--- config.mk ---
export PLATFORM = sky130hd
export DESIGN_NAME = apb_chk_ch
export DESIGN_NICKNAME = d
export VERILOG_FILES = /design/src/rtl/apb_chk_pkg.sv /design/src/rtl/apb_chk_ch.sv
export SDC_FILE = /design/constraint.sdc
export NUM_CORES = 1
export LEC_CHECK = 0
export CAP_MARGIN = 30
export CORE_UTILIZATION = 40
export CTS_BUF_LIST = sky130_fd_sc_hd__clkbuf_4
export DETAILED_ROUTE_END_ITERATION = 6
export PLACE_DENSITY = 0.72
export SLEW_MARGIN = 10
export SYNTH_ARGS = -nofsm -noshare
export SYNTH_HDL_FRONTEND = slang
export SYNTH_SLANG_ARGS = --single-unit
--- constraint.sdc ---
create_clock -name clk -period 6.8 [get_ports clk]
set_input_delay 1.02 -clock clk [delete_from_list [all_inputs] [get_ports clk]]
set_output_delay 1.02 -clock clk [all_outputs]
set_load 0.01 [all_outputs]
--- src/rtl/apb_chk_pkg.sv ---
// rtl/apb_chk_pkg.sv - shared state type and error-bit indices for the APB protocol checker
//
// Error bits, one set per channel:
//   ERR_ORDER       penable seen where no SETUP precedes it, or penable dropped mid-ACCESS
//   ERR_NO_ACCESS   SETUP cycle not followed by an ACCESS cycle
//   ERR_UNSTABLE    paddr/pwrite (and pwdata on writes) moved during ACCESS
//   ERR_TIMEOUT     too many consecutive wait states
//   ERR_PSEL_DROP   psel released before the transfer completed
//   ERR_PREADY_HOLD pready still high in the idle cycle right after a completion
package apb_chk_pkg;

    typedef enum logic [1:0] {
        IDLE   = 2'd0,
        SETUP  = 2'd1,
        ACCESS = 2'd2
    } apb_chk_state_e;

    localparam int ERR_ORDER       = 0;
    localparam int ERR_NO_ACCESS   = 1;
    localparam int ERR_UNSTABLE    = 2;
    localparam int ERR_TIMEOUT     = 3;
    localparam int ERR_PSEL_DROP   = 4;
    localparam int ERR_PREADY_HOLD = 5;
    localparam int ERR_N           = 6;

    // Wait counter width; covers the full TIMEOUT range of 1 .. 2^16-1.
    localparam int WAIT_W          = 16;

endpackage

--- src/rtl/apb_chk_ch.sv ---
// rtl/apb_chk_ch.sv - single-channel APB SETUP/ACCESS tracker with sticky error flags
//
// Ports:
//   clk, rst_n      clock, asynchronous active-low reset
//   psel, penable,
//   pwrite, paddr,
//   pwdata, pready  observed APB channel (never driven)
//   err_clr         clears this channel's sticky flags (a same-cycle set wins)
//   err_flags       sticky error bits, indexed by the ERR_* constants
//   xfer_cnt        completed transfers, wraps modulo 2^CNT_W
module apb_chk_ch
    import apb_chk_pkg::*;
#(
    parameter int ADDR_W  = 32,
    parameter int DATA_W  = 32,
    parameter int TIMEOUT = 16,
    parameter int CNT_W   = 16
) (
    input  logic              clk,
    input  logic              rst_n,
    input  logic              psel,
    input  logic              penable,
    input  logic              pwrite,
    input  logic [ADDR_W-1:0] paddr,
    input  logic [DATA_W-1:0] pwdata,
    input  logic              pready,
    input  logic              err_clr,
    output logic [ERR_N-1:0]  err_flags,
    output logic [CNT_W-1:0]  xfer_cnt
);

    localparam logic [WAIT_W-1:0] WAIT_MAX  = '1;
    localparam logic [WAIT_W-1:0] WAIT_LAST = WAIT_W'(TIMEOUT - 1);

    apb_chk_state_e    state;
    logic [ADDR_W-1:0] cap_addr;
    logic [DATA_W-1:0] cap_wdata;
    logic              cap_write;
    logic [WAIT_W-1:0] wait_cnt;
    logic              done;

    logic              in_access;
    logic [WAIT_W-1:0] wait_base;
    logic [WAIT_W-1:0] wait_inc;
    logic              mismatch;
    logic [ERR_N-1:0]  set_bits;

    // The first psel&penable cycle after SETUP is already an ACCESS cycle on
    // the bus: its pready can complete the transfer and its low pready counts
    // as the first wait state. wait_base restarts the count for that cycle,
    // so the counter register never needs an explicit clear on entry.
    always_comb begin
        in_access = (state == ACCESS) || ((state == SETUP) && psel && penable);
        wait_base = (state == ACCESS) ? wait_cnt : '0;
        wait_inc  = (wait_base == WAIT_MAX) ? wait_base : wait_base + 1'b1;
        mismatch  = (paddr != cap_addr) || (pwrite != cap_write) ||
                    (cap_write && (pwdata != cap_wdata));
        set_bits  = '0;

        if (in_access) begin
            if (mismatch) begin
                set_bits[ERR_UNSTABLE] = 1'b1;
            end
            if (!psel) begin
                set_bits[ERR_PSEL_DROP] = 1'b1;
            end else if (!penable) begin
                set_bits[ERR_ORDER] = 1'b1;
            end else if (!pready && (wait_base == WAIT_LAST)) begin
                // Only the step that lands on TIMEOUT flags; the count keeps
                // rising (or saturates above it) so this fires once per transfer.
                set_bits[ERR_TIMEOUT] = 1'b1;
            end
        end else begin
            case (state)
                IDLE: begin
                    if (penable) begin
                        set_bits[ERR_ORDER] = 1'b1;
                    end
                    if (done && !psel && pready) begin
                        set_bits[ERR_PREADY_HOLD] = 1'b1;
                    end
                end
                SETUP: begin
                    // Any SETUP-state sample that is not psel&penable means
                    // the ACCESS phase never arrived.
                    set_bits[ERR_NO_ACCESS] = 1'b1;
                end
                default: begin
                end
            endcase
        end
    end

    always_ff @(posedge clk or negedge rst_n) begin
        if (!rst_n) begin
            state     <= IDLE;
            cap_addr  <= '0;
            cap_wdata <= '0;
            cap_write <= 1'b0;
            wait_cnt  <= '0;
            done      <= 1'b0;
            err_flags <= '0;
            xfer_cnt  <= '0;
        end else begin
            err_flags <= (err_flags & ~{ERR_N{err_clr}}) | set_bits;
            done      <= 1'b0;

            if (in_access) begin
                if (!psel || !penable) begin
                    state <= IDLE;
                end else if (pready) begin
                    state    <= IDLE;
                    xfer_cnt <= xfer_cnt + 1'b1;
                    done     <= 1'b1;
                end else begin
                    state    <= ACCESS;
                    wait_cnt <= wait_inc;
                end
            end else begin
                case (state)
                    IDLE: begin
                        if (psel && !penable) begin
                            state     <= SETUP;
                            cap_addr  <= paddr;
                            cap_write <= pwrite;
                            cap_wdata <= pwdata;
                        end
                    end
                    SETUP: begin
                        if (!psel) begin
                            state <= IDLE;
                        end else begin
                            // Repeated SETUP: track the newest address phase.
                            cap_addr  <= paddr;
                            cap_write <= pwrite;
                            cap_wdata <= pwdata;
                        end
                    end
                    default: begin
                        state <= IDLE;
                    end
                endcase
            end
        end
    end

endmodule

Word level (Yosys, flattened, before mapping) --
Cells that the tools add are included.
Storage, ports and cells: register bits 106, input bits 71
Cells by class: add/subtract/negate cells 2, eq/ne operators 11, reduce and logical (&&, ||, !) cells 20, bitwise gates (word level) 6, multiplexer cells 36
Operators by type and width (number):
- $mux W32 | 4
- $pmux W32 S2 | 2
- $ne A32 B32 Y1 | 2
- $add A16 B1 Y16 const B | 2
- $mux W16 | 2
- $mux W1 | 20
- $eq A16 B16 Y1 const B | 1
- $eq A16 B4 Y1 const B | 1
- $mux W2 | 5
- $logic_and A1 B1 Y1 | 7
- $and A6 B6 Y6 | 1
- $ne A3 B3 Y1 const B | 2
- $not A6 Y6 | 1
- $or A6 B6 Y6 | 1
- $reduce_and A3 Y1 | 2
- $logic_or A1 B1 Y1 | 4
- $ne A2 B2 Y1 const B | 2
- $pmux W2 S2 | 1
- $reduce_and A4 Y1 | 1
- $logic_not A1 Y1 | 3
- $mux W3 | 1
- $not A1 Y1 | 3
- $eq A2 B1 Y1 const B | 1
- $eq A2 B2 Y1 const B | 1
- 5 further kinds | 5

Logic depth before layout (Yosys ltp) --
Gate-level depths: netlist of the first run.
word-level depth 9, mapped depth 9, gate-level depth less buffers 8

Worst setup path before layout of the first run --
Ideal clock, no wire load.
path type register -> register, start register state[1], end register wait_cnt[1], arrival 2.107 ns, library setup time 0.125 ns, path slack 4.568 ns, stages on the path, launching flop included 9, cell sequence dfrtp_1 -> buf_4 -> nor2b_1 -> and2_1 -> ha_1 -> nand3_1 -> or3_4 -> o31a_4 -> mux2_4
On the way: word-level cells in the longest chain between the ends 5, elaborated cells on any way between the ends 10, those cells by class 1 x add/sub; 3 x eq/ne; 2 x mux; 4 x reduce/logical
RTL lines:
- start, declared | RTL line apb_chk_ch.sv:35 | apb_chk_state_e state;
- start signal, assigned | RTL line apb_chk_ch.sv:96 | state <= IDLE;
- start signal, assigned | RTL line apb_chk_ch.sv:110 | state <= IDLE;
- start signal, assigned | RTL line apb_chk_ch.sv:112 | state <= IDLE;
- parallel branches: the longest is 5 deep, another holds $add A16 B1 Y16
- end signal, assigned | RTL line apb_chk_ch.sv:117 | wait_cnt <= wait_inc;
- end, declared | RTL line apb_chk_ch.sv:39 | logic [WAIT_W-1:0] wait_cnt;
Several ways; the timed one is not identified. A chain may end at the register's enable or synchronous reset.

Worst setup path after layout of the first run --
start input psel, end register cap_addr[31]
On the way: word-level cells in the longest chain between the ends 5, elaborated cells on any way between the ends 8, those cells by class 2 x eq/ne; 1 x bitwise; 5 x reduce/logical
RTL lines:
- start, declared | RTL line apb_chk_ch.sv:21 | input logic psel,
- $logic_and A1 B1 Y1 (2 in a row) | RTL line apb_chk_ch.sv:53 | in_access = (state == ACCESS) || ((state == SETUP) && psel && penable);
- $logic_or A1 B1 Y1 | RTL line apb_chk_ch.sv:53
- $not A1 Y1 (no line)
- $reduce_and A4 Y1 (no line) (*)
- end signal, assigned | RTL line apb_chk_ch.sv:124 | cap_addr <= paddr;
- end signal, assigned | RTL line apb_chk_ch.sv:134 | cap_addr <= paddr;
- end, declared | RTL line apb_chk_ch.sv:36 | logic [ADDR_W-1:0] cap_addr;
Mark *: on every way between the ends. The rest lies on a longest branch, timed or not.

==> insert_results.sql, run 1 <==
INSERT INTO impl_metrics (metric_group, metric, value, unit) VALUES
('status', 'outcome', 'completed', ''),
('floorplanning', 'placementRows', '40', ''),
('cells_and_area', 'final_core_utilization', '51.7', '%'),
('worst_setup_path', 'startpoint', 'psel', ''),
('route', 'routed_wirelength', '9.81', 'mm'),
('global_route', 'number_of_antenna_violations_at_the_first_check_in_global_routing', '1', ''),
('sta', 'fin_hold_ws', '0.489', 'ns'),
('synth', 'post_synth_instance_area', '5110', 'µm²'),
('worst_setup_path', 'rr_endpoint', 'wait_cnt[1]$_DFFE_PN0P_', ''),
('sta', 'layout_worst_path_cycle_share', '40.1', '%'),
('sta', 'timing.slew.headroom', '43.3', '%'),
('cells_and_area', 'filler_cell_count', '1097', ''),
('route', 'detail_route.wl_per_cell', '14.5', 'µm'),
('cells_and_area', 'fin_nets', '576', ''),
('synth', 'synthArstFlopShare', '100', '%'),
('worst_setup_path', 'timing.critical_path.arrival', '3.06', 'ns'),
('route', 'detail_route.drc_violations', '0', ''),
('job', 'drv_cap', '0', ''),
('placement', 'number_of_input_and_output_port_buffers_inserted', '92', ''),
('synth', 'syn_area_per_cell', '12.5', 'µm²'),
('synth', 'synth_cells', '408', ''),
('cts', 'post_cts_buffers', '0', ''),
('synth', 'yosys-top-cells-count', 'dfrtp_1, xor2_1, mux2_2', ''),
('worst_setup_path', 'r2r.worst_path.cells', '7', ''),
('sta', 'tightestPinTransition', '0.850', 'ns'),
('placement', 'placed_insts', '659', ''),
('sta', 'setup_viol_count_final', '0', ''),
('synth', 'synth_nets', '481', ''),
('synth', 'netlist.area_leader.share', '51.9', '%'),
('synth', 'synthDominantAreaCellType', 'dfrtp_1', ''),
('route', 'via_count', '3311', ''),
('sta', 'min_period', '2.73', 'ns'),
('route', 'drt_first_iter_violations', '138', ''),
('power_and_ir_drop', 'irDropWorstVdd', '0.0977', 'mV'),
('route', 'post_drt_via_cell_ratio', '4.90', ''),
('route', 'drt_pre_antenna_iters', '4', ''),
('placement', 'gp_routability_congestion', '0.807', ''),
('global_route', 'first_global_vias', '3556', ''),
('global_route', 'global_route.overflow_total', '0', ''),
('cts', 'cts-htree-levels', '3', ''),
('cts', 'cts.hold.buffers_added', '0', ''),
('worst_setup_path', 'setup.worst_path.end_class', 'flip-flop', ''),
('sta', 'final_hold_vio_count', '0', ''),
('worst_setup_path', 'crit_path_end', 'cap_addr[31]$_DFFE_PN0P_', ''),
('worst_setup_path', 'internal_reg_to_reg_setup_slack', '4.15', 'ns'),
('placement', 'place_ws', '3.60', 'ns'),
('global_route', 'grt.total_usage', '16.3', '%'),
('route', 'ant_nets', '0', ''),
('cts', 'cts_resized', '0', ''),
('sta', 'fin_worst_skew', '0.0214', 'ns'),
('cells_and_area', 'final_design_area_no_fill', '6340', 'µm²'),
('cts', 'max-clock-path-buffers', '2', ''),
('synth', 'flops_latches_synth', '106', ''),
('worst_setup_path', 'cp.required', '7.13', 'ns'),
('synth', 'post-synth-top-count-cell', 'dfrtp_1', ''),
('worst_setup_path', 'crit-reg2reg-launch', 'state[1]$_DFFE_PN0P_', ''),
('sta', 'min_setup_slack_post_route', '4.07', 'ns'),
('cts', 'clock_insertion_delay_at_the_later_pin_of_the_skew_report', '0.45', 'ns'),
('sta', 'setup-tns-final', '0', 'ns'),
('synth', 'yosys_warnings', '0', ''),
('global_route', 'grt_start_max_net_pins', '71', ''),
('cells_and_area', 'post_layout_nonfiller_instances', '676', ''),
('floorplanning', 'ios', '93', ''),
('synth', 'ys_seq_area_share', '51.9', '%'),
('cts', 'tritoncts_num_sinks', '106', ''),
('cells_and_area', 'area_growth_syn_to_layout', '24.0', '%'),
('sta', 'slew_viol_final', '0', ''),
('min_path', 'timing.hold.worst.class', 'flip-flop to flip-flop', ''),
('cts', 'clock_tree.root_cell', 'clkbuf_4', ''),
('placement', 'dp_wirelength', '7.19', 'mm'),
('cells_and_area', 'final_layout_size_suffix_gt1_share', '19.1', '%');
[cell families (layout without fill, tap and decap cells)]
kind of cell	after synthesis	count (layout)	synth area share [%]
flops	106	106	51.9
simple gates	104	104	11.9
buf+inv	17	116	1.59
other cells	0	1	0
compound gates	18	18	3.20
xor+xnor	93	93	15.9
mux	68	68	15.0
fa+ha+maj	2	2	0.489
[registers in the layout (all words and copies together), names as in the netlist]
name and count:
cap_wdata 32, xfer_cnt 16, wait_cnt 16, cap_write 1, done 1, err_flags 6
cap_addr 32, state 2
[cells in the final DEF, fill, tap and decap left out, types with 2 or more instances in the layout]
cell,instances
and3_1,3
nand3_1,12
xor2_1,72
clkbuf_4,10
nor3b_1,2
o2bb2ai_1,3
clkinvlp_4,2
nor2_1,7
nor2b_4,2
ha_1,2
xnor2_1,21
and4b_1,2
o21ai_0,4
buf_4,3
and4_1,4
clkdlybuf4s50_1,91
inv_1,6
mux2_2,66
nand4_1,10
nor4_1,17
nand2_1,25
or2_2,2
dfrtp_1,106
nor2b_1,2
nor3_1,6
[how the worst min path moves through the flow]
stage                                     endpoint  depth (start not counted)
after floorplan             err_flags[5]$_DFF_PN0_                          1
after global placement    xfer_cnt[15]$_DFFE_PN0P_                          1
after detailed placement  xfer_cnt[15]$_DFFE_PN0P_                          1
after CTS                 xfer_cnt[15]$_DFFE_PN0P_                          1
after global routing      xfer_cnt[14]$_DFFE_PN0P_                          1
final                     xfer_cnt[15]$_DFFE_PN0P_                          1
[routing by layer]
| metal | track usage, % | share of wire, % | wire length, µm |
|---|---|---|---|
| met1 | 20.8 | 46 | 4520 |
| met5 | 0 | 0 | 0 |
| met4 | 4.94 | 1.1 | 108 |
| met2 | 27.2 | 48 | 4710 |
| met3 | 4.38 | 4.8 | 467 |
[power by group]
part / total [mW] / leakage, nW / switching, mW / internal (mW)
registers: 0.760 / 1.32 / 0.0548 / 0.705
clock network: 0.282 / 0.0559 / 0.206 / 0.0765
logic: 0.255 / 1.19 / 0.0983 / 0.157
total: 1.30 / 2.57 / 0.359 / 0.938
[worst max-delay path, cell delays in order]
cell             delay [ns]
clkdlybuf4s50_1        0.56
nor2b_1                0.20
nor2b_4                0.16
buf_4                  0.63
mux2_2                 0.41
[area by class of cell]
type | count | area, µm² | share of cell area (%)
diodes | 1 | 2.50 | 0.0394
clock buffers | 10 | 75.1 | 1.18
clock inverters | 5 | 32.5 | 0.513
inverters | 6 | 22.5 | 0.355
multi-input cells | 285 | 2390 | 37.6
flip-flops and latches | 106 | 2650 | 41.8
well taps | 168 | 210 | 3.31
repair buffers | 95 | 961 | 15.1
Power figures use the tool's default switching activity.
==> run 2: changes to the inputs <==
--- a/config.mk
+++ b/config.mk
@@ -9,7 +9,7 @@
 export CORE_UTILIZATION = 40
 export CTS_BUF_LIST = sky130_fd_sc_hd__clkbuf_4
 export DETAILED_ROUTE_END_ITERATION = 6
-export PLACE_DENSITY = 0.72
+export PLACE_DENSITY = 0.74
 export SLEW_MARGIN = 10
 export SYNTH_ARGS = -nofsm -noshare
 export SYNTH_HDL_FRONTEND = slang
==> constraint.sdc (replaced) <==
create_clock -name clk -period 2.44 [get_ports clk]
set_input_delay 0.366 -clock clk [delete_from_list [all_inputs] [get_ports clk]]
set_output_delay 0.366 -clock clk [all_outputs]
set_load 0.01 [all_outputs]
==> insert_results.sql, run 2 (synthesis gave the netlist of run 1 again) <==
INSERT INTO impl_metrics (metric_group, metric, value, unit) VALUES
('route', 'detail_route.drc_violations', '0', ''),
('power_and_ir_drop', 'design_power_total', '3.63', 'mW'),
('sta', 'final_hold_vio_count', '0', ''),
('sta', 'setup-tns-final', '0', 'ns'),
('cells_and_area', 'fin_nets', '583', ''),
('global_route', 'grt.total_usage', '16.6', '%'),
('placement', 'place_ws', '0.0576', 'ns'),
('cells_and_area', 'antenna_cells_inserted', '0', ''),
('cells_and_area', 'largest_registers', 'cap_addr (32), cap_wdata (32)', ''),
('floorplanning', 'dieWidth', '115', 'µm'),
('sta', 'min_setup_slack_post_route', '0.114', 'ns'),
('global_route', 'global_route.overflow_total', '0', ''),
('route', 'drt_pre_antenna_iters', '4', ''),
('cells_and_area', 'commonest_non_fill_non_tap_cell_in_the_layout', 'dfrtp_1', ''),
('route', 'ant_nets', '0', ''),
('worst_setup_path', 'setup.worst_path.end_class', 'flip-flop', ''),
('sta', 'slew_viol_final', '0', ''),
('sta', 'fin_worst_skew', '0.0283', 'ns'),
('floorplanning', 'ios', '93', ''),
('worst_setup_path', 'crit_chain', 'nor2b_2 > and2_1 > ha_1 > nand3_1 > or3_4 > o31a_4 > mux2_4', ''),
('worst_setup_path', 'startpoint', 'state[1]$_DFFE_PN0P_', ''),
('worst_setup_path', 'worst-path-max-fanout', '6', ''),
('sta', 'tightestPinTransition', '0.553', 'ns'),
('route', 'met2WireLength', '4.92', 'mm'),
('route', 'post_drt_via_cell_ratio', '4.96', ''),
('floorplanning', 'design.die.area', '13200', 'µm²'),
('cts', 'clock_tree.root_cell', 'clkbuf_4', ''),
('sta', 'timing.slew.headroom', '63.0', '%'),
('placement', 'number_of_input_and_output_port_buffers_inserted', '92', ''),
('sta', 'fin_hold_ws', '0.368', 'ns'),
('status', 'outcome', 'completed', ''),
('cells_and_area', 'filler_cell_count', '1074', ''),
('worst_setup_path', 'critPathBufInv', '0', ''),
('cells_and_area', 'final_core_utilization', '52.4', '%'),
('floorplanning', 'initial_utilization', '41.7', '%'),
('floorplanning', 'die_h', '115', 'µm'),
('route', 'met3_routed_wl', '497', 'µm'),
('cts', 'cts-htree-levels', '3', ''),
('route', 'detail_route.wl_per_cell', '14.9', 'µm'),
('worst_setup_path', 'timing.critical_path.slowest_stage_cell', 'dfrtp_1', ''),
('min_path', 'timing.hold.worst.class', 'input pin to async pin', ''),
('global_route', 'grt_first_pass_wirelength', '16.8', 'mm'),
('route', 'routed_wirelength', '10.2', 'mm'),
('route', 'drt_first_iter_violations', '90', ''),
('global_route', 'number_of_antenna_violations_at_the_first_check_in_global_routing', '0', ''),
('power_and_ir_drop', 'irDropWorstVdd', '0.376', 'mV'),
('cts', 'clock_insertion_delay_at_the_later_pin_of_the_skew_report', '0.48', 'ns'),
('placement', 'gp_routability_congestion', '0.874', ''),
('job', 'drv_cap', '0', ''),
('floorplanning', 'placementRows', '40', ''),
('worst_setup_path', 'cpLargestDelayFamily', 'simple AND/OR/NAND/NOR gates', ''),
('worst_setup_path', 'cp.required', '2.80', 'ns'),
('sta', 'layout_worst_path_cycle_share', '95.3', '%'),
('sta', 'setup_viol_count_final', '0', ''),
('worst_setup_path', 'timing.critical_path.arrival', '2.69', 'ns'),
('cts', 'clk_pin_slew_worst_paths', '0.16', 'ns'),
('route', 'via_count', '3381', ''),
('global_route', 'first_global_vias', '3500', ''),
('power_and_ir_drop', 'cellPowerDensity', '565', 'nW/µm²'),
('sta', 'min_period', '2.33', 'ns'),
('cells_and_area', 'final_layout_size_suffix_gt1_share', '20.2', '%'),
('cts', 'tritoncts', 'built', ''),
('sta', 'max_freq', '0.430', 'GHz'),
('global_route', 'grt_start_max_net_pins', '51', ''),
('worst_setup_path', 'cpPeakStageDelay', '0.45', 'ns'),
('cells_and_area', 'mostFrequentLayoutCells', 'dfrtp_1, clkdlybuf4s50_1, xor2_1', ''),
('cts', 'post_cts_buffers', '0', ''),
('route', 'top_layer_used', 'met4', ''),
('worst_setup_path', 'crit-reg2reg-launch', 'state[1]$_DFFE_PN0P_', ''),
('route', 'met1_length', '4.58', 'mm'),
('cts', 'max-clock-path-buffers', '2', ''),
('placement', 'dp_wirelength', '7.69', 'mm'),
('worst_setup_path', 'timing.critical_path.from_type', 'flip-flop', ''),
('cts', 'tritoncts_num_sinks', '106', ''),
('cells_and_area', 'area_growth_syn_to_layout', '25.7', '%'),
('power_and_ir_drop', 'power.leakage', '2.62', 'nW'),
('cts', 'number_of_buffers_created_by_cts', '9', ''),
('floorplanning', 'core_box_area', '12300', 'µm²'),
('worst_setup_path', 'worstSetupPathType', 'flip-flop to flip-flop', '');
## run 2: final cells by class
| type | instances | area, µm² | share of cell area, % |
|---|---|---|---|
| inverter | 6 | 22.5 | 0.350 |
| tap | 168 | 210 | 3.27 |
| clock buffer | 10 | 75.1 | 1.17 |
| clock inverter | 5 | 30.0 | 0.467 |
| sequential | 106 | 2650 | 41.3 |
| multi-input combinational | 285 | 2390 | 37.2 |
| timing repair buffer | 102 | 1050 | 16.3 |
## run 2: path summary, 6_finish.rpt
path                                            end  slack [ns]  cells after the start
max                         wait_cnt[1]$_DFFE_PN0P_        0.11                      7
min                         cap_addr[0]$_DFFE_PN0P_        0.37                      2
max reg2reg                 wait_cnt[1]$_DFFE_PN0P_        0.11                      7
min reg2reg                xfer_cnt[15]$_DFFE_PN0P_        0.49                      1
max in group asynchronous    err_flags[0]$_DFF_PN0_        1.37                      3
min in group clk           xfer_cnt[15]$_DFFE_PN0P_        0.49                      1
## run 2: repair_timing
item | CTS | global route
endpoints found under the setup margin | 0 | 9
hold endpoints to repair | 34 | 0
gates resized for setup | 0 | 2
hold buffers | 1 | 0
## run 2: report_power, final
group	total, mW	internal [mW]	switching [mW]
Clock	0.784	0.216	0.569
Sequential	2.12	1.97	0.155
Combinational	0.726	0.448	0.278
## run 2: per-stage QoR
step / area [µm²] / std cells
after floorplan: 5110 / 408
after global placement: 6310 / 666
after detailed placement: 6310 / 666
after CTS: 6420 / 682
after global routing: 6430 / 682
final: 6430 / 682
## run 2: routing by layer
| layer | vias up | global-route usage [%] |
|---|---|---|
| met4 | 0 | 4.94 |
| met2 | 56 | 27.2 |
| met1 | 1679 | 20.5 |
| li1 | 1633 | - |
| met5 | - | 0 |
| met3 | 13 | 6.22 |
==> run 3: changes to the inputs <==
--- a/config.mk
+++ b/config.mk
@@ -9,7 +9,7 @@
 export CORE_UTILIZATION = 40
 export CTS_BUF_LIST = sky130_fd_sc_hd__clkbuf_4
 export DETAILED_ROUTE_END_ITERATION = 6
-export PLACE_DENSITY = 0.74
+export PLACE_DENSITY_LB_ADDON = 0.2
 export SLEW_MARGIN = 10
 export SYNTH_ARGS = -nofsm -noshare
 export SYNTH_HDL_FRONTEND = slang
==> insert_results.sql, run 3 (synthesis gave the netlist of run 1 again) <==
INSERT INTO impl_metrics (metric_group, metric, value, unit) VALUES
('status', 'outcome', 'completed', ''),
('floorplanning', 'design.die.area', '13200', 'µm²'),
('cells_and_area', 'largest_registers', 'cap_addr (32), cap_wdata (32)', ''),
('floorplanning', 'placementRows', '40', ''),
('power_and_ir_drop', 'internal_power', '2.67', 'mW'),
('worst_setup_path', 'timing.critical_path.slowest_stage_cell', 'dfrtp_1', ''),
('worst_setup_path', 'crit_chain', 'nor2b_2 > and2_1 > ha_1 > nand3_1 > or3_4 > o31a_4 > mux2_4', ''),
('cts', 'tritoncts', 'built', ''),
('global_route', 'first_global_vias', '3442', ''),
('sta', 'rsz_0062_raised_after_global_routing', 'no', ''),
('cells_and_area', 'filler_cell_count', '1067', ''),
('power_and_ir_drop', 'design_power_total', '3.65', 'mW'),
('global_route', 'global_route.overflow_total', '0', ''),
('sta', 'min_period', '2.29', 'ns'),
('cells_and_area', 'commonest_non_fill_non_tap_cell_in_the_layout', 'dfrtp_1', ''),
('power_and_ir_drop', 'irDropWorstVdd', '0.263', 'mV'),
('sta', 'setup_viol_count_final', '0', ''),
('route', 'routed_wirelength', '9.76', 'mm'),
('sta', 'max_freq', '0.436', 'GHz'),
('worst_setup_path', 'crit-reg2reg-launch', 'state[0]$_DFFE_PN0P_', ''),
('sta', 'layout_worst_path_cycle_share', '94.0', '%'),
('cells_and_area', 'fin_nets', '585', ''),
('power_and_ir_drop', 'cellPowerDensity', '563', 'nW/µm²'),
('global_route', 'number_of_antenna_violations_at_the_first_check_in_global_routing', '0', ''),
('worst_setup_path', 'cpPeakStageDelay', '0.46', 'ns'),
('worst_setup_path', 'r2r.worst_path.cells', '7', ''),
('sta', 'fin_worst_skew', '0.0167', 'ns'),
('cells_and_area', 'antenna_cells_inserted', '0', ''),
('cts', 'clock_tree.root_cell', 'clkbuf_4', ''),
('worst_setup_path', 'setup.worst_path.end_class', 'flip-flop', ''),
('power_and_ir_drop', 'comb_power_share', '19.9', '%'),
('sta', 'final_hold_vio_count', '0', ''),
('sta', 'setup-tns-final', '0', 'ns'),
('worst_setup_path', 'timing.critical_path.arrival', '2.65', 'ns'),
('sta', 'timing.slew.headroom', '62.2', '%'),
('min_path', 'timing.hold.worst.class', 'input pin to async pin', ''),
('global_route', 'grt_first_pass_wirelength', '16.4', 'mm'),
('route', 'via_count', '3342', ''),
('power_and_ir_drop', 'p_sw', '977', 'µW'),
('route', 'detail_route.drc_violations', '0', ''),
('floorplanning', 'die_h', '115', 'µm'),
('cells_and_area', 'final-seq-area', '2650', 'µm²'),
('route', 'drt_first_iter_violations', '76', ''),
('cts', 'cts-htree-levels', '3', ''),
('route', 'post_drt_via_cell_ratio', '4.88', ''),
('worst_setup_path', 'worstSetupPathType', 'flip-flop to flip-flop', ''),
('worst_setup_path', 'cp.required', '2.80', 'ns'),
('worst_setup_path', 'timing.critical_path.from_type', 'flip-flop', ''),
('power_and_ir_drop', 'share_of_power_burned_in_the_clock_network', '22.2', '%'),
('cells_and_area', 'area_growth_syn_to_layout', '26.6', '%'),
('sta', 'slew_viol_final', '0', ''),
('cts', 'tritoncts_num_sinks', '106', ''),
('placement', 'number_of_input_and_output_port_buffers_inserted', '92', ''),
('power_and_ir_drop', 'power.leakage', '2.65', 'nW'),
('worst_setup_path', 'worst-path-max-fanout', '6', ''),
('cells_and_area', 'final_layout_size_suffix_gt1_share', '20.9', '%'),
('power_and_ir_drop', 'share_seq_of_total_power', '57.9', '%'),
('floorplanning', 'initial_utilization', '41.7', '%'),
('global_route', 'grt.total_usage', '16.2', '%'),
('cells_and_area', 'multi_input_area', '2400', 'µm²'),
('cts', 'number_of_buffers_created_by_cts', '9', ''),
('cts', 'post_cts_buffers', '0', ''),
('cells_and_area', 'mostFrequentLayoutCells', 'dfrtp_1, clkdlybuf4s50_1, xor2_1', ''),
('worst_setup_path', 'startpoint', 'state[0]$_DFFE_PN0P_', ''),
('worst_setup_path', 'rr_endpoint', 'wait_cnt[1]$_DFFE_PN0P_', ''),
('placement', 'gp_routability_congestion', '0.816', ''),
('cts', 'max-clock-path-buffers', '2', ''),
('floorplanning', 'core_box_area', '12300', 'µm²'),
('cts', 'clock_insertion_delay_at_the_later_pin_of_the_skew_report', '0.47', 'ns'),
('worst_setup_path', 'internal_reg_to_reg_setup_slack', '0.15', 'ns'),
('power_and_ir_drop', 'power.switching_fraction', '26.8', '%'),
('route', 'drt_pre_antenna_iters', '4', ''),
('global_route', 'grt_start_max_net_pins', '45', ''),
('floorplanning', 'dieWidth', '115', 'µm'),
('floorplanning', 'ios', '93', ''),
('placement', 'dp_wirelength', '7.26', 'mm'),
('route', 'ant_nets', '0', ''),
('job', 'drv_cap', '0', ''),
('sta', 'tightestPinTransition', '0.564', 'ns'),
('cts', 'clk_pin_slew_worst_paths', '0.15', 'ns'),
('route', 'detail_route.wl_per_cell', '14.3', 'µm');
run 3: changes by cell type in the layout (fill, tap and decap cells not counted):
cell,before,now
buf_4,6,7
nor4_2,1,0
clkinv_1,2,1
clkinvlp_4,0,1
clkbuf_4,10,13
buf_12,4,5
nor4_4,0,1
inv_6,2,0
run 3: worst max path at each step:
| stage | end | cells past startpoint |
|---|---|---|
| 2_1_floorplan | wait_cnt[1]$_DFFE_PN0P_ | 8 |
| 4_1_cts | wait_cnt[1]$_DFFE_PN0P_ | 7 |
| 6_report | wait_cnt[1]$_DFFE_PN0P_ | 7 |
| 5_1_grt | wait_cnt[1]$_DFFE_PN0P_ | 7 |
| 3_5_place_dp | wait_cnt[1]$_DFFE_PN0P_ | 7 |
| 3_3_place_gp | wait_cnt[1]$_DFFE_PN0P_ | 7 |
run 3: layout make-up:
type                       instances  area share, %
sequential                       106           41.0
multi-input combinational        285           37.1
timing repair buffer             104           16.6
tap                              168           3.25
clock buffer                      13           1.51
inverter                           6          0.348
clock inverter                     3          0.251
run 3: through the flow:
step	setup slack (ns)	utilization (%)	area [µm²]	instances	hold slack (ns)
after floorplan	0.208	-	5110	408	0.0704
after global placement	0.187	51.7	6340	668	0.403
after detailed placement	0.0915	51.7	6340	668	0.403
after CTS	0.0661	52.7	6460	685	0.387
after global routing	0.0458	52.8	6470	685	0.424
final	0.146	52.8	6470	685	0.405
run 3: routing by layer:
metal	vias to the layer above	GRT usage, %	part of all wire [%]
met4	0	7.19	2.1
met3	14	4.32	5.2
met2	60	25.7	45
li1	1657	-	-
met5	-	0	0
met1	1611	20.9	48
run 3: timing repair:
| action | 4_1_cts | 5_1_grt |
|---|---|---|
| setup endpoints to repair | 0 | 9 |
| hold buffers | 1 | 0 |
| endpoints found under the hold margin | 42 | 0 |
| resized for setup | 0 | 3 |
run 3: worst max-delay path: cells and delay by family, from the launching register on:
family | cells | cell delay (ns)
flip-flops | 1 | 0.46
multiplexers | 1 | 0.31
adder cells (fa/ha/maj) | 1 | 0.16
AO/OA/AOI/OAI | 1 | 0.40
AND/OR/NAND/NOR | 4 | 0.86
run 3: power by group through the flow:
stage                     combinational, mW  sequential (mW)  clock, mW
after CTS                             0.739             2.12      0.851
after global routing                  0.801             2.14      0.917
after global placement                0.719             2.14          0
after floorplan                       0.403             2.13          0
final                                 0.725             2.11      0.809
after detailed placement              0.736             2.15          0
==> edit, RTL diff (settings of run 2) <==
Set the parameter `ADDR_W` to 64 (it was 32).
--- a/src/rtl/apb_chk_ch.sv
+++ b/src/rtl/apb_chk_ch.sv
@@ -11,7 +11,7 @@
 module apb_chk_ch
     import apb_chk_pkg::*;
 #(
-    parameter int ADDR_W  = 32,
+    parameter int ADDR_W  = 64,
     parameter int DATA_W  = 32,
     parameter int TIMEOUT = 16,
     parameter int CNT_W   = 16
Interface: changed (resized paddr); port bits go from 93 to 125. No check against the original RTL was run, so the function may have changed too.
==> edit against run 2 <==
  * Count of clock-buffer cells in the layout increased by 7
  * Final area increased by 33%
  * Critical path depth increased by 1
  * Worst setup slack improved by 0.15 ns
  * Wire length increased by 35%
  * Total power increased by 50%
  * Synthesized area increased by 29%
  * Sequential cell count increased by 32
  * Highest routed layer unchanged
==> edit: results (changes against run 2) <==
status -> finished clean
GRT Util Overall -> 0.174 (+0.00814)
placed insts -> 858 (+29%)
CTS H-Tree Depth -> 4 (+1)
Inserted Clock Buffers -> 17 (+8)
Place WS -> -0.0484 ns (-0.106 ns)
GPL Wtd Cong -> 0.839 (-4.0%)
worst relative slew slack -> 0.641 (+0.0108)
Leakage Power -> 3.43 nW (+31%)
clk_skew -> 0.0138 ns (-0.0145 ns)
Skew-Pair Late Insertion Delay -> 0.55 ns (+0.07 ns)
global-route wire length before repair -> 22.7 mm (+35%)
Max FO, Critical Path -> 3 (-3)
fraction of layout cells with a size suffix above 1 -> 0.224 (+0.0217)
maximum VDD drop -> 0.313 mV (-17%)
fraction of registers with async set/reset -> 1.00 (unchanged)
Worst R2R Start -> state[0]$_DFFE_PN0P_
# fillers -> 1380 (+28%)
Final Slew Violations -> 0 (unchanged)
reg-to-reg endpoint -> wait_cnt[14]$_DFFE_PN0P_
Post-DP HPWL -> 10.3 mm (+34%)
Synth top cells by count -> dfrtp_1, mux2_2, xnor2_1
Worst R2R Setup Slack -> 0.26 ns (+0.15 ns)
Vias/cell -> 4.96 (+0.13%)
Arr. time, crit path -> 2.64 ns (-0.05 ns)
Hold Slack -> 0.292 ns (-0.0752 ns)
post-synth net total -> 626 (+30%)
Synthesis Warnings -> 0 (unchanged)
clock root cell -> clkbuf_4
post_cts resized -> 0 (unchanged)
maximum number of pins on one net before global-route repair -> 53 (+3.9%)
initial antenna violation count -> 1 (+1)
R2R depth -> 8 (+1)
HP Class -> primary input to async pin
leading registers by flop count -> cap_addr: 64 flops, cap_wdata: 32 flops
register area share after synthesis -> 0.522 (+0.00305)
max incr delay on CP -> 0.40 ns (-0.05 ns)
post-synthesis cell type count -> 38 (-22%)
DRT iter0 DRCs -> 155 (+72%)
nets -> 767 (+32%)
Syn Inst Count -> 521 (+28%)
largest cells by area after synthesis -> dfrtp_1, mux2_2, xnor2_1, xor2_1, nand4_1
Final setup viols -> 0 (unchanged)
routed len/inst -> 15.4 um (+3.6%)
number of global-route vias before repair -> 4703 (+34%)
port bufs -> 124 (+35%)
Worst-path clk slew -> 0.12 ns (-0.04 ns)
DR vias -> 4423 (+31%)
placed standard-cell area -> 8220 um^2 (+30%)
## edit: where the power goes
| part | total (mW) | switching [mW] | internal (mW) |
|---|---|---|---|
| logic | 1.04 | 0.381 | 0.656 |
| clock network | 1.63 | 0.839 | 0.792 |
| registers | 2.79 | 0.212 | 2.58 |
| total | 5.46 | 1.43 | 4.02 |
## edit: cells by family after synthesis
group                    count (synthesis)  share of synthesized area
buffers and inverters                   23                     0.0157
multiplexers                           100                      0.170
adder cells (fa/ha/maj)                  2                    0.00378
flip-flops                             138                      0.522
XOR/XNOR                               126                      0.167
AND/OR/NAND/NOR                        121                      0.107
AO/OA/AOI/OAI                           11                     0.0151
## edit: worst max-delay path by stage
stage                               end  slack (ns)  cells past startpoint
2_1_floorplan  wait_cnt[11]$_DFFE_PN0P_        0.29                     11
3_3_place_gp     err_flags[2]$_DFF_PN0_        0.04                      7
6_report       wait_cnt[14]$_DFFE_PN0P_        0.26                      8
4_1_cts        wait_cnt[14]$_DFFE_PN0P_        0.27                      8
5_1_grt        wait_cnt[14]$_DFFE_PN0P_        0.10                      8
3_5_place_dp     err_flags[2]$_DFF_PN0_       -0.05                      7
## edit: per-layer routing
layer  GRT usage  share of wire  up-vias
li1            -              -     2109
met4      0.0717          0.021        0
met2       0.292           0.51      100
met1       0.213           0.42     2194
met5           0              0        -
met3      0.0464          0.046       20
## edit: cell type report
| type | instances | area [um^2] | area share |
|---|---|---|---|
| sequential | 138 | 3450 | 0.404 |
| antenna | 1 | 2.50 | 0.000293 |
| inverter | 7 | 27.5 | 0.00322 |
| tap | 216 | 270 | 0.0316 |
| multi-input combinational | 360 | 3070 | 0.359 |
| timing repair buffer | 138 | 1410 | 0.165 |
| clock inverter | 14 | 180 | 0.0211 |
| clock buffer | 17 | 128 | 0.0149 |
